--- config.mk ---
export PLATFORM = sky130hd
export DESIGN_NAME = bch_syndrome
export DESIGN_NICKNAME = d
export VERILOG_FILES = /design/src/rtl/bch_syndrome.sv
export SDC_FILE = /design/constraint.sdc
export NUM_CORES = 1
export LEC_CHECK = 0
export BUFFER_PORTS_ARGS = -buffer_cell sky130_fd_sc_hd__buf_2
export CAP_MARGIN = 30
export CELL_PAD_IN_SITES_DETAIL_PLACEMENT = 1
export CELL_PAD_IN_SITES_GLOBAL_PLACEMENT = 2
export CORE_MARGIN = 5
export CORE_UTILIZATION = 32
export DETAILED_ROUTE_END_ITERATION = 8
export HOLD_SLACK_MARGIN = 0.05
export PLACE_DENSITY = 0.75
export SETUP_SLACK_MARGIN = 0.2
export SYNTH_ARGS = -nofsm -noshare
export SYNTH_HDL_FRONTEND = slang
export SYNTH_SLANG_ARGS = --single-unit
--- constraint.sdc ---
create_clock -name i_clk -period 4.1 [get_ports i_clk]
set_clock_uncertainty 0.2 [all_clocks]
set_input_delay 0.82 -clock i_clk [delete_from_list [all_inputs] [get_ports i_clk]]
set_output_delay 0.82 -clock i_clk [all_outputs]
set_load 0.02 [all_outputs]
--- src/rtl/bch_syndrome.sv ---
// bch_syndrome
// Streaming BCH syndrome generator feeding the Berlekamp-Massey (ibm) stage.
// Accepts one received bit per cycle, MSB coefficient (x^(n-1)) first, and
// evaluates S1..S8 by Horner's rule over GF(2^6), GF(2^8) or GF(2^10).
// A finished accumulation is parked in a hold bank, then handed to ibm with a
// one-cycle o_clear_and_wen pulse. The next codeword accumulates meanwhile.
//
// Ports:
//   i_clk, i_rst         clock, synchronous active-high reset
//   i_code[1:0]          00 GF(2^6) n=63, 01 GF(2^8) n=255, 10 GF(2^10) n=1023,
//                        11 treated as 00; sampled on the first bit only
//   i_in_valid, i_bit    received bit stream
//   o_in_ready           bit accepted when i_in_valid & o_in_ready
//   i_next_S             ibm can take new syndromes from the next cycle
//   o_clear_and_wen      one-cycle load pulse to ibm
//   o_code               code of the held syndromes
//   o_S1..o_S8           held syndromes (10 bits, upper bits zero for m < 10)
//   o_err_free           all held syndromes are zero
module bch_syndrome (
    input  logic       i_clk,
    input  logic       i_rst,
    input  logic [1:0] i_code,
    input  logic       i_in_valid,
    input  logic       i_bit,
    output logic       o_in_ready,
    input  logic       i_next_S,
    output logic       o_clear_and_wen,
    output logic [1:0] o_code,
    output logic [9:0] o_S1,
    output logic [9:0] o_S2,
    output logic [9:0] o_S3,
    output logic [9:0] o_S4,
    output logic [9:0] o_S5,
    output logic [9:0] o_S6,
    output logic [9:0] o_S7,
    output logic [9:0] o_S8,
    output logic       o_err_free
);

    // One multiply-by-alpha step for the selected field.
    function automatic logic [9:0] mul_alpha(input logic [9:0] x, input logic [1:0] code);
        logic [9:0] y;
        y = x << 1;
        case (code)
            2'b01: begin
                if (x[7]) y = y ^ 10'h01D;
                y = y & 10'h0FF;
            end
            2'b10: begin
                // bit 9 falls off the 10-bit shift, no mask needed
                if (x[9]) y = y ^ 10'h009;
            end
            default: begin
                if (x[5]) y = y ^ 10'h003;
                y = y & 10'h03F;
            end
        endcase
        return y;
    endfunction

    // Multiply by alpha^j as j chained alpha steps (j is constant per instance).
    function automatic logic [9:0] mul_pow(input logic [9:0] x, input int j, input logic [1:0] code);
        logic [9:0] y;
        y = x;
        for (int k = 0; k < j; k++) y = mul_alpha(y, code);
        return y;
    endfunction

    function automatic logic [9:0] last_idx(input logic [1:0] code);
        case (code)
            2'b01:   return 10'd254;
            2'b10:   return 10'd1022;
            default: return 10'd62;
        endcase
    endfunction

    logic [7:0][9:0] acc, acc_nxt, hold;
    logic [9:0]      cnt;
    logic [1:0]      code_q, code_use, hold_code;
    logic            acc_done, hold_full, ibm_free;
    logic            take, last, xfer;

    assign o_in_ready      = !acc_done && !i_rst;
    assign o_clear_and_wen = hold_full && ibm_free && !i_rst;
    assign take            = i_in_valid && o_in_ready;
    // A finished accumulation moves into the hold bank whenever the bank is
    // empty or is being unloaded on this very edge.
    assign xfer            = acc_done && (!hold_full || o_clear_and_wen);

    always_comb begin
        // The first bit of a codeword uses the live code; 11 folds to 00.
        code_use = code_q;
        if (cnt == 10'd0) code_use = (i_code == 2'b11) ? 2'b00 : i_code;
        last = (cnt == last_idx(code_use));
        acc_nxt = '0;
        for (int j = 0; j < 8; j++)
            acc_nxt[j] = mul_pow(acc[j], j + 1, code_use) ^ {9'b0, i_bit};
    end

    always_ff @(posedge i_clk) begin
        if (i_rst) begin
            acc       <= '0;
            cnt       <= '0;
            code_q    <= '0;
            acc_done  <= 1'b0;
            hold      <= '0;
            hold_code <= '0;
            hold_full <= 1'b0;
            ibm_free  <= 1'b1;
        end else begin
            if (xfer) begin
                hold      <= acc;
                hold_code <= code_q;
                acc       <= '0;
                acc_done  <= 1'b0;
            end else if (take) begin
                acc    <= acc_nxt;
                code_q <= code_use;
                if (last) begin
                    cnt      <= '0;
                    acc_done <= 1'b1;
                end else begin
                    cnt <= cnt + 10'd1;
                end
            end

            // A transfer on the unload edge keeps the bank full.
            if (xfer)                 hold_full <= 1'b1;
            else if (o_clear_and_wen) hold_full <= 1'b0;

            if (o_clear_and_wen) ibm_free <= 1'b0;
            else if (i_next_S)   ibm_free <= 1'b1;
        end
    end

    assign o_code     = hold_code;
    assign o_S1       = hold[0];
    assign o_S2       = hold[1];
    assign o_S3       = hold[2];
    assign o_S4       = hold[3];
    assign o_S5       = hold[4];
    assign o_S6       = hold[5];
    assign o_S7       = hold[6];
    assign o_S8       = hold[7];
    assign o_err_free = (hold == '0);

endmodule
### Word-level counts from Yosys, hierarchy flattened

Cells that the tools add are included.

* register bits after elaboration: 177
* input bits: 7
* word-level logic and storage cells: 312
* output and inout bits: 85

* equal/unequal tests: 4
* reductions and logical operators: 16
* bitwise logic cells: 117
* add/sub/neg operators: 1
* muxes and demuxes: 152

Operator list (number)
* $pmux 10 s2: 37
* $mux 5: 36
* $mux 4: 36
* $not 2->2: 72
* $not 4->4: 36
* $logic_not 80->1: 1
* $xor 10x1->10: 8
* $mux 2: 38
* $add 10x1->10 const B: 1
* $eq 10x10->1: 1
* $logic_not 10->1: 1
* $mux 10: 1
* $logic_and 1x1->1: 5
* $eq 2x2->1 const B: 2
* $mux 1: 4
* $reduce_and 2->1: 2
* $reduce_bool 2->1: 2
* $logic_not 1->1: 3
* $eq 2x1->1 const B: 1
* $reduce_or 2->1: 1
* $logic_or 1x1->1: 1
* $not 1->1: 1

### Logic depth before layout (Yosys ltp)

Gate-level depths: netlist of run 1.

* word-level depth: 27
* mapped depth: 19
* gate-level depth less buffers: 15

### Least setup slack after synthesis of run 1

No wires, ideal clock.

* path kind: input port to flip-flop
* from: input port i_code[1]
* to: register acc[74] (netlist name)
* arrival time: 3.559 ns
* cell stages on the path: 13
* path slack: 0.224 ns
* data required time: 3.783 ns
* path buffers: 1
* cells stage by stage: nor3b_1 > a21oi_1 > inv_1 > ha_1 > buf_4 > o21a_1 > a211oi_2 > mux2i_2 > mux2_4 > o2111a_1 > a311oi_2 > mux2_2 > a22o_1

* word-level cells in the longest chain between the ends: 24
* elaborated cells on any way between the ends: 39
* classes of those cells: eq/ne (3); mux (25); bitwise (11)

Ends and longest elaborated chain
* from (decl): RTL line 22 `input logic [1:0] i_code,`
* $eq 2x2->1: RTL line 93 `if (cnt == 10'd0) code_use = (i_code == 2'b11) ? 2'b00 : i_code;`
* $mux 2 * (2 in a row): RTL line 93
* net code_use[1]: RTL line 79 `logic [1:0] code_q, code_use, hold_code;`
* $eq 2x2->1 or $eq 2x1->1 (tied branches): RTL line 44 `case (code)`
* $pmux 10 s2: RTL line 44
* $not 4->4 (no line) or $not 2->2 (tied branches)
* $mux 5 or $mux 4 (tied branches): RTL line 46, 51
* $pmux 10 s2: RTL line 44
* (+8 left out)
* $pmux 10 s2: RTL line 44
* $not 2->2 (no line) or $not 4->4 (tied branches)
* $mux 4 or $mux 5 (tied branches): RTL line 51, 46
* $pmux 10 s2: RTL line 44
* $not 4->4 (no line)
* $mux 5: RTL line 46 `if (x[7]) y = y ^ 10'h01D;`
* $pmux 10 s2 *: RTL line 44
* $xor 10x1->10 *: RTL line 97 `acc_nxt[j] = mul_pow(acc[j], j + 1, code_use) ^ {9'b0, i_bit};`
* to (signal assigned): RTL line 117 `acc <= acc_nxt;`
* to (decl): RTL line 77 `logic [7:0][9:0] acc, acc_nxt, hold;`

The timed path passes the listed nets; every way through them passes the cells marked *.
A chain may end at the register's enable or synchronous reset.

### Worst setup path in the final report of run 1

* from: register cnt[5]
* to: register acc[74] (netlist name)

* word-level cells in the longest chain between the ends: 23
* elaborated cells on any way between the ends: 38
* classes of those cells: eq/ne (2); mux (24); bitwise (11); reduce/logical (1)

Ends and longest elaborated chain
* from (decl): RTL line 78 `logic [9:0] cnt;`
* from (signal assigned): RTL line 123 `cnt <= cnt + 10'd1;`
* $logic_not 10->1 *: RTL line 93
* $mux 2 *: RTL line 93
* $eq 2x2->1 or $eq 2x1->1 (tied branches): RTL line 44
* $pmux 10 s2: RTL line 44
* $not 4->4 (no line) or $not 2->2 (tied branches)
* $mux 5 or $mux 4 (tied branches): RTL line 46, 51
* $pmux 10 s2: RTL line 44
* $pmux 10 s2 or $not 4->4 (tied branches)
* (+7 left out)
* $pmux 10 s2: RTL line 44
* $not 2->2 (no line) or $not 4->4 (tied branches)
* $mux 4 or $mux 5 (tied branches): RTL line 51, 46
* $pmux 10 s2: RTL line 44
* $not 4->4 (no line)
* $mux 5: RTL line 46
* $pmux 10 s2 *: RTL line 44
* $xor 10x1->10 *: RTL line 97

Every way passes the cells marked *; elsewhere a longest branch is shown, timed or not.

==> results of run 1 <==
==> power by group through the flow <==
stage | logic, mW | registers [mW] | clock network, mW
6_report | 1.23 | 1.87 | 1.65
5_1_grt | 1.33 | 1.88 | 1.75
4_1_cts | 1.12 | 1.87 | 1.69
3_5_place_dp | 1.10 | 1.91 | 0
3_3_place_gp | 1.07 | 1.91 | 0
2_1_floorplan | 0.812 | 1.83 | 0
==> layer usage <==
layer / GRT usage [%] / wire (microns) / vias to the layer above / share of wire [%]
met2: 33.93 / 19750 / 296 / 45
met3: 3.377 / 2087 / 50 / 4.7
met5: 0 / 0 / - / 0
met4: 5.213 / 726 / 0 / 1.6
met1: 31.78 / 21460 / 5811 / 49
li1: - / - / 5594 / -
==> cell type report <==
type	instances	area, sq um
inverters	23	92.59
fillers	4285	21210
flip-flops and latches	177	3546
well taps	455	569.3
clock buffers	18	439.2
multi-input cells	1190	7098
clock inverters	12	123.9
repair buffers	200	1461
==> timing repair <==
item | CTS | global route
resized for setup | 14 | 55
cloned | 0 | 2
setup buffers | 3 | 13
pin swaps | 10 | 27
setup endpoints to repair | 8 | 29
==> metrics by stage <==
step                setup WS (ns)  power (mW)
floorplan                  0.2239       2.638
global placement         -0.06463       2.980
detailed placement        -0.1070       3.003
CTS                        0.1155       4.679
global route             -0.06391       4.956
finish                     0.1577       4.756
==> cell families (layout without fill, tap and decap cells) <==
group,after synthesis,after routing,synth area share [%]
simple gates,577,577,23.00
buf+inv,181,253,7.252
xor+xnor,91,91,7.118
flops,177,177,31.65
mux,29,29,2.961
compound gates,486,486,27.29
fa+ha+maj,7,7,0.7375
==> synth_stat cells (all sizes together), types with 5 or more instances <==
master / n / share of area (%)
and3: 7 / 0.39
nand2: 260 / 8.7
a221oi: 21 / 1.6
nor4: 25 / 1.4
a21o: 6 / 0.40
a211oi: 24 / 1.7
nand4: 15 / 0.84
nor3: 32 / 1.4
nor2: 146 / 4.9
nand2b: 19 / 1.1
nand3b: 5 / 0.34
clkbuf: 101 / 3.4
buf: 57 / 3.1
dfxtp: 177 / 32
o221ai: 10 / 0.78
nor2b: 16 / 0.89
nor3b: 5 / 0.34
nand3: 21 / 0.94
mux2i: 18 / 1.8
o211ai: 10 / 0.76
a22oi: 28 / 1.9
o22ai: 16 / 0.89
a311oi: 5 / 0.45
o31ai: 9 / 0.60
a21oi: 209 / 9.3
o21ai: 86 / 3.9
inv: 23 / 0.77
mux2: 11 / 1.2
a31oi: 9 / 0.50
xor2: 30 / 2.3
or3: 6 / 0.34
xnor2: 61 / 4.8
ha: 5 / 0.56
o21a: 7 / 0.47
==> worst register-to-register path: stages (launching register included) <==
cell and delay (ns):
dfxtp_2 0.33, nor4_2 0.27, nand4b_1 0.21, buf_4 0.20
nor3b_4 0.22, a21oi_4 0.07, ha_4 0.31, and4bb_1 0.20
a211oi_2 0.24, mux2i_2 0.33, buf_4 0.17, buf_6 0.10
mux2i_4 0.32, a311oi_2 0.17, mux2_4 0.32, a22o_1 0.17
==> flip-flops by register name (all words and copies together) (netlist names) <==
register	flops
hold_full	1
o_S7	10
o_S4	10
ibm_free	1
o_S8	10
o_S1	10
o_S2	10
o_S5	10
o_S6	10
acc	80
code_q	2
o_S3	10
acc_done	1
cnt	10
o_code	2
==> final timing paths <==
check	from	endpoint	slack, ns	cells past startpoint
max	cnt[5]$_SDFFE_PP0P_	acc[74]$_SDFFE_PP0P_	0.16	15
max reg2reg	cnt[5]$_SDFFE_PP0P_	acc[74]$_SDFFE_PP0P_	0.16	15
min	o_code[1]$_SDFFE_PP0P_	o_code[1]$_SDFFE_PP0P_	0.26	2
min reg2reg	o_code[1]$_SDFFE_PP0P_	o_code[1]$_SDFFE_PP0P_	0.26	2
==> run_results.csv, run 1 <==
group,metric,value,unit
logic_synthesis,synth_edf_count,0,
clock_tree,cts_tree,"built",
critical_path,max_stage_delay,0.33,ns
hold_path,hold_path_class,"reg2reg",
detailed_routing,firstDrtPassIters,5,
detailed_routing,vias_per_cell,5.663,
critical_path,crit_family,"multiplexers",
timing,final-hold-violation-count,0,
floorplan,fp.dieH,197.1,microns
critical_path,crit_required,4.25,ns
timing,whs,0.2585,ns
global_route,grt_pass1_vias,11400,
power_and_ir_drop,seqPwrFrac,39.3,%
placement,dpl.hpwl,29.95,mm
floorplan,die_x,197.1,microns
critical_path,cp-end-kind,"register",
critical_path,critPathArrivalTime,4.10,ns
power_and_ir_drop,p_sw_share,34.38,%
clock_tree,numCtsBuffers,17,
detailed_routing,wl_per_cell,21.22,microns
timing,fin_crit_sh,96.15,%
power_and_ir_drop,p_sw,1.635,mW
timing,tns,0,ns
global_route,grt_start_max_net_pins,83,
timing,setup_viol,0,
logic_synthesis,synth_area,11200,sq um
clock_tree,path_clk_slew,0.08,ns
critical_path,path_max_fanout,6,
timing,max_freq,253.7,MHz
power_and_ir_drop,vdd_drop_max,0.3118,mV
clock_tree,cts_hold_buffers,0,
placement,dpl_cell_area,12330,sq um
timing,slew_headroom,42.96,%
logic_synthesis,synth_warnings,0,
detailed_routing,vias,11750,
critical_path,crit_top_cell,"buf_4",
logic_synthesis,yosysSeqAreaShare,31.65,%
logic_synthesis,synth_cells,1548,
critical_path,slowest_stage,"dfxtp_2",
floorplan,rows,68,
placement,place.gp.congestion,0.8453,
clock_tree,htreeDepth,4,
final_layout,layout_common_cells,"nand2_1, a21oi_1, dfxtp_1",
floorplan,coreArea,34540,sq um
floorplan,die-area,38830,sq um
final_layout,final_core_util,38.59,%
global_route,grt_pass1_wl,67.74,mm
global_route,antenna_found_initial,0,
timing,rsz0062_at_grt,"yes",
final_layout,fin_cells,2075,
logic_synthesis,async_reset_ff_share,0,%
timing,worst_pin_slew,0.8544,ns
final_layout,fin_nets,1621,
detailed_routing,ant_nets,0,
power_and_ir_drop,power_density,356.8,nW/um^2
critical_path,path_class,"reg2reg",
power_and_ir_drop,p_clk_share,34.7,%
global_route,grtUsageTotal,21.81,%
power_and_ir_drop,internal_power,3.121,mW
clock_tree,numClockSinks,177,
logic_synthesis,syn_nets,1560,
clock_tree,clk_latency,0.47,ns
detailed_routing,finalWirelength,44.02,mm
outcome,status,"finished clean",
final_layout,layout_commonest_cell,"nand2_1",
final_layout,area_delta_synth_final,19.05,%
power_and_ir_drop,p_leak,4.772,nW
detailed_routing,drtIter0Drc,908,
power_and_ir_drop,combPwrFrac,25.9,%
logic_synthesis,synth_area_per_cell,7.233,sq um
placement,dp.cells,2027,
final_layout,layout-drive-gt1-share,19.32,%
timing,slew_viol_final,0,
clock_tree,clk_path_buf_depth,2,
timing,fin_crit,3.942,ns
logic_synthesis,synth_cell_types,85,
flow_run,cap_violations,0,
logic_synthesis,ys.flop_type,"dfxtp_1",
floorplan,start_util,32.41,%
final_layout,n_antenna_cell,0,
final_layout,final_area,13330,sq um
critical_path,path_buf_inv,3,
global_route,overflow,0,
logic_synthesis,yosys_register_bits,177,
critical_path,crit_chain,"nor4_2 -> nand4b_1 -> buf_4 -> nor3b_4 -> a21oi_4 -> ha_4 -> and4bb_1 -> a211oi_2 -> mux2i_2 -> buf_4 -> buf_6 -> mux2i_4 -> a311oi_2 -> mux2_4 -> a22o_1",
floorplan,pin_count,92,
clock_tree,cts-root-buf,"clkbuf_16",
detailed_routing,drc_errors,0,
placement,portBuffers,91,
critical_path,startpoint_type,"register",
(Power assumes the default switching activity.)
==> run 2, diff against run 1 <==
SETUP_SLACK_MARGIN = 0.05   (was 0.2)
==> run_results.csv, run 2 (synthesis gave the netlist of run 1 again) <==
group,metric,value,unit
outcome,status,"finished clean",
placement,dpl_cell_area,12330,sq um
critical_path,r2r_end,"acc[74]$_SDFFE_PP0P_",
power_and_ir_drop,vdd_drop_max,0.3082,mV
detailed_routing,drc_errors,0,
power_and_ir_drop,p_sw,1.582,mW
floorplan,pin_count,92,
timing,whs,0.2591,ns
hold_path,min_to,"o_code[1]$_SDFFE_PP0P_",
global_route,grt_pass1_wl,67.61,mm
detailed_routing,firstDrtPassIters,5,
clock_tree,path_clk_slew,0.08,ns
floorplan,start_util,32.41,%
timing,worst_pin_slew,0.8483,ns
global_route,grtUsageTotal,21.74,%
clock_tree,clk_path_buf_depth,2,
timing,max_freq,249.2,MHz
clock_tree,htreeDepth,4,
timing,fin_crit,4.012,ns
timing,slew_headroom,43.37,%
clock_tree,clk_latency,0.46,ns
placement,place.gp.congestion,0.8453,
timing,rsz0062_at_grt,"yes",
floorplan,coreArea,34540,sq um
global_route,grt_pass1_vias,11410,
global_route,antenna_found_initial,0,
timing,fin_crit_sh,97.86,%
global_route,grt_start_max_net_pins,83,
floorplan,die-area,38830,sq um
flow_run,cap_violations,0,
power_and_ir_drop,p_sw_share,34.04,%
clock_tree,numCtsBuffers,17,
clock_tree,cts_tree,"built",
placement,dpl.hpwl,29.95,mm
floorplan,fp.dieH,197.1,microns
final_layout,layout_common_cells,"nand2_1, a21oi_1, dfxtp_1",
placement,portBuffers,91,
timing,slew_viol_final,0,
detailed_routing,wl_per_cell,20.87,microns
power_and_ir_drop,power_density,357.6,nW/um^2
power_and_ir_drop,seqPwrFrac,40.2,%
critical_path,r2r_start,"cnt[8]$_SDFFE_PP0P_",
timing,setup_viol,0,
final_layout,layout_commonest_cell,"nand2_1",
floorplan,die_x,197.1,microns
global_route,overflow,0,
hold_path,hold_path_class,"reg2reg",
detailed_routing,vias,11610,
power_and_ir_drop,p_leak,4.642,nW
final_layout,regMostFlops,"acc",
critical_path,r2r_setup_slack,0.09,ns
power_and_ir_drop,p_clk_share,35.4,%
hold_path,min_path_cells,2,
final_layout,layout-drive-gt1-share,17.01,%
critical_path,cp-end-kind,"register",
final_layout,largest_reg_flops,80,
power_and_ir_drop,combPwrFrac,24.4,%
final_layout,final_area,13000,sq um
power_and_ir_drop,internal_power,3.065,mW
detailed_routing,vias_per_cell,5.634,
clock_tree,cts-root-buf,"clkbuf_16",
critical_path,path_class,"reg2reg",
final_layout,fin_nets,1606,
timing,final-hold-violation-count,0,
final_layout,area_delta_synth_final,16.07,%
detailed_routing,drtIter0Drc,748,
hold_path,hp-start,"o_code[1]$_SDFFE_PP0P_",
critical_path,reg2regPathDepth,16,
final_layout,n_antenna_cell,0,
clock_tree,numClockSinks,177,
critical_path,path_max_fanout,5,
critical_path,startpoint_type,"register",
detailed_routing,ant_nets,0,
critical_path,crit_required,4.26,ns
detailed_routing,finalWirelength,43.00,mm
floorplan,rows,68,
critical_path,critPathArrivalTime,4.17,ns
## run 2: power groups by stage
| stage | Clock, mW | Sequential (mW) | Combinational [mW] |
|---|---|---|---|
| final | 1.65 | 1.87 | 1.13 |
| after global routing | 1.75 | 1.88 | 1.23 |
| after CTS | 1.69 | 1.87 | 1.11 |
| after detailed placement | 0 | 1.91 | 1.10 |
| after global placement | 0 | 1.91 | 1.07 |
| after floorplan | 0 | 1.83 | 0.812 |
## run 2: critical path, stage by stage, from the launching register on
cell	delay [ns]
dfxtp_2	0.33
nor4_2	0.27
nand4b_1	0.21
buf_4	0.21
a21oi_2	0.11
buf_4	0.14
inv_4	0.04
ha_4	0.25
buf_6	0.12
o21a_1	0.17
a211oi_2	0.24
mux2i_2	0.34
mux2_4	0.34
o2111a_1	0.13
a311oi_2	0.32
mux2_4	0.33
a22o_1	0.17
## run 2: worst max-delay path by stage
stage	to	slack, ns	cells after the start	startpoint
after floorplan	acc[74]$_SDFFE_PP0P_	0.22	13	i_code[1]
after global placement	acc[74]$_SDFFE_PP0P_	-0.06	13	i_code[0]
after detailed placement	acc[74]$_SDFFE_PP0P_	-0.11	13	i_code[0]
after CTS	acc[74]$_SDFFE_PP0P_	0.05	15	cnt[5]$_SDFFE_PP0P_
after global routing	acc[74]$_SDFFE_PP0P_	-0.1	15	cnt[8]$_SDFFE_PP0P_
final	acc[74]$_SDFFE_PP0P_	0.09	16	cnt[8]$_SDFFE_PP0P_
## run 2: what timing repair did
item | CTS | global route
buffers inserted | 1 | 3
endpoints found under the setup margin | 1 | 23
pin swaps | 1 | 10
resized for setup | 3 | 20
hold buffers | 0 | 0
## run 2: through the flow
step           setup WS [ns]  TNS [ns]  cells  util, %  power, mW
6_report             0.08788         0   2060    37.62      4.647
5_1_grt             -0.09747  -0.09747   2060    37.62      4.852
4_1_cts              0.05046         0   2058    37.39      4.668
3_3_place_gp        -0.06463   -0.1124   2027    35.70      2.980
3_5_place_dp         -0.1070   -0.1232   2027    35.70      3.003
2_1_floorplan         0.2239         0   1548        -      2.638
## run 2: cell type report
type,count,area (sq um)
fill,4308,21550
clock inverter,12,123.9
timing repair buffer,185,1271
sequential,177,3545
inverter,23,88.84
tap,455,569.3
clock buffer,18,439.2
multi-input combinational,1190,6959
## run 2: per-layer routing
metal / vias up / wire (microns) / track usage [%] / part of all wire (%)
met5: - / 0 / 0 / 0
met4: 0 / 682 / 5.187 / 1.6
met3: 50 / 1835 / 3.360 / 4.3
met2: 240 / 19230 / 33.82 / 45
met1: 5757 / 21260 / 31.71 / 49
li1: 5560 / - / - / -
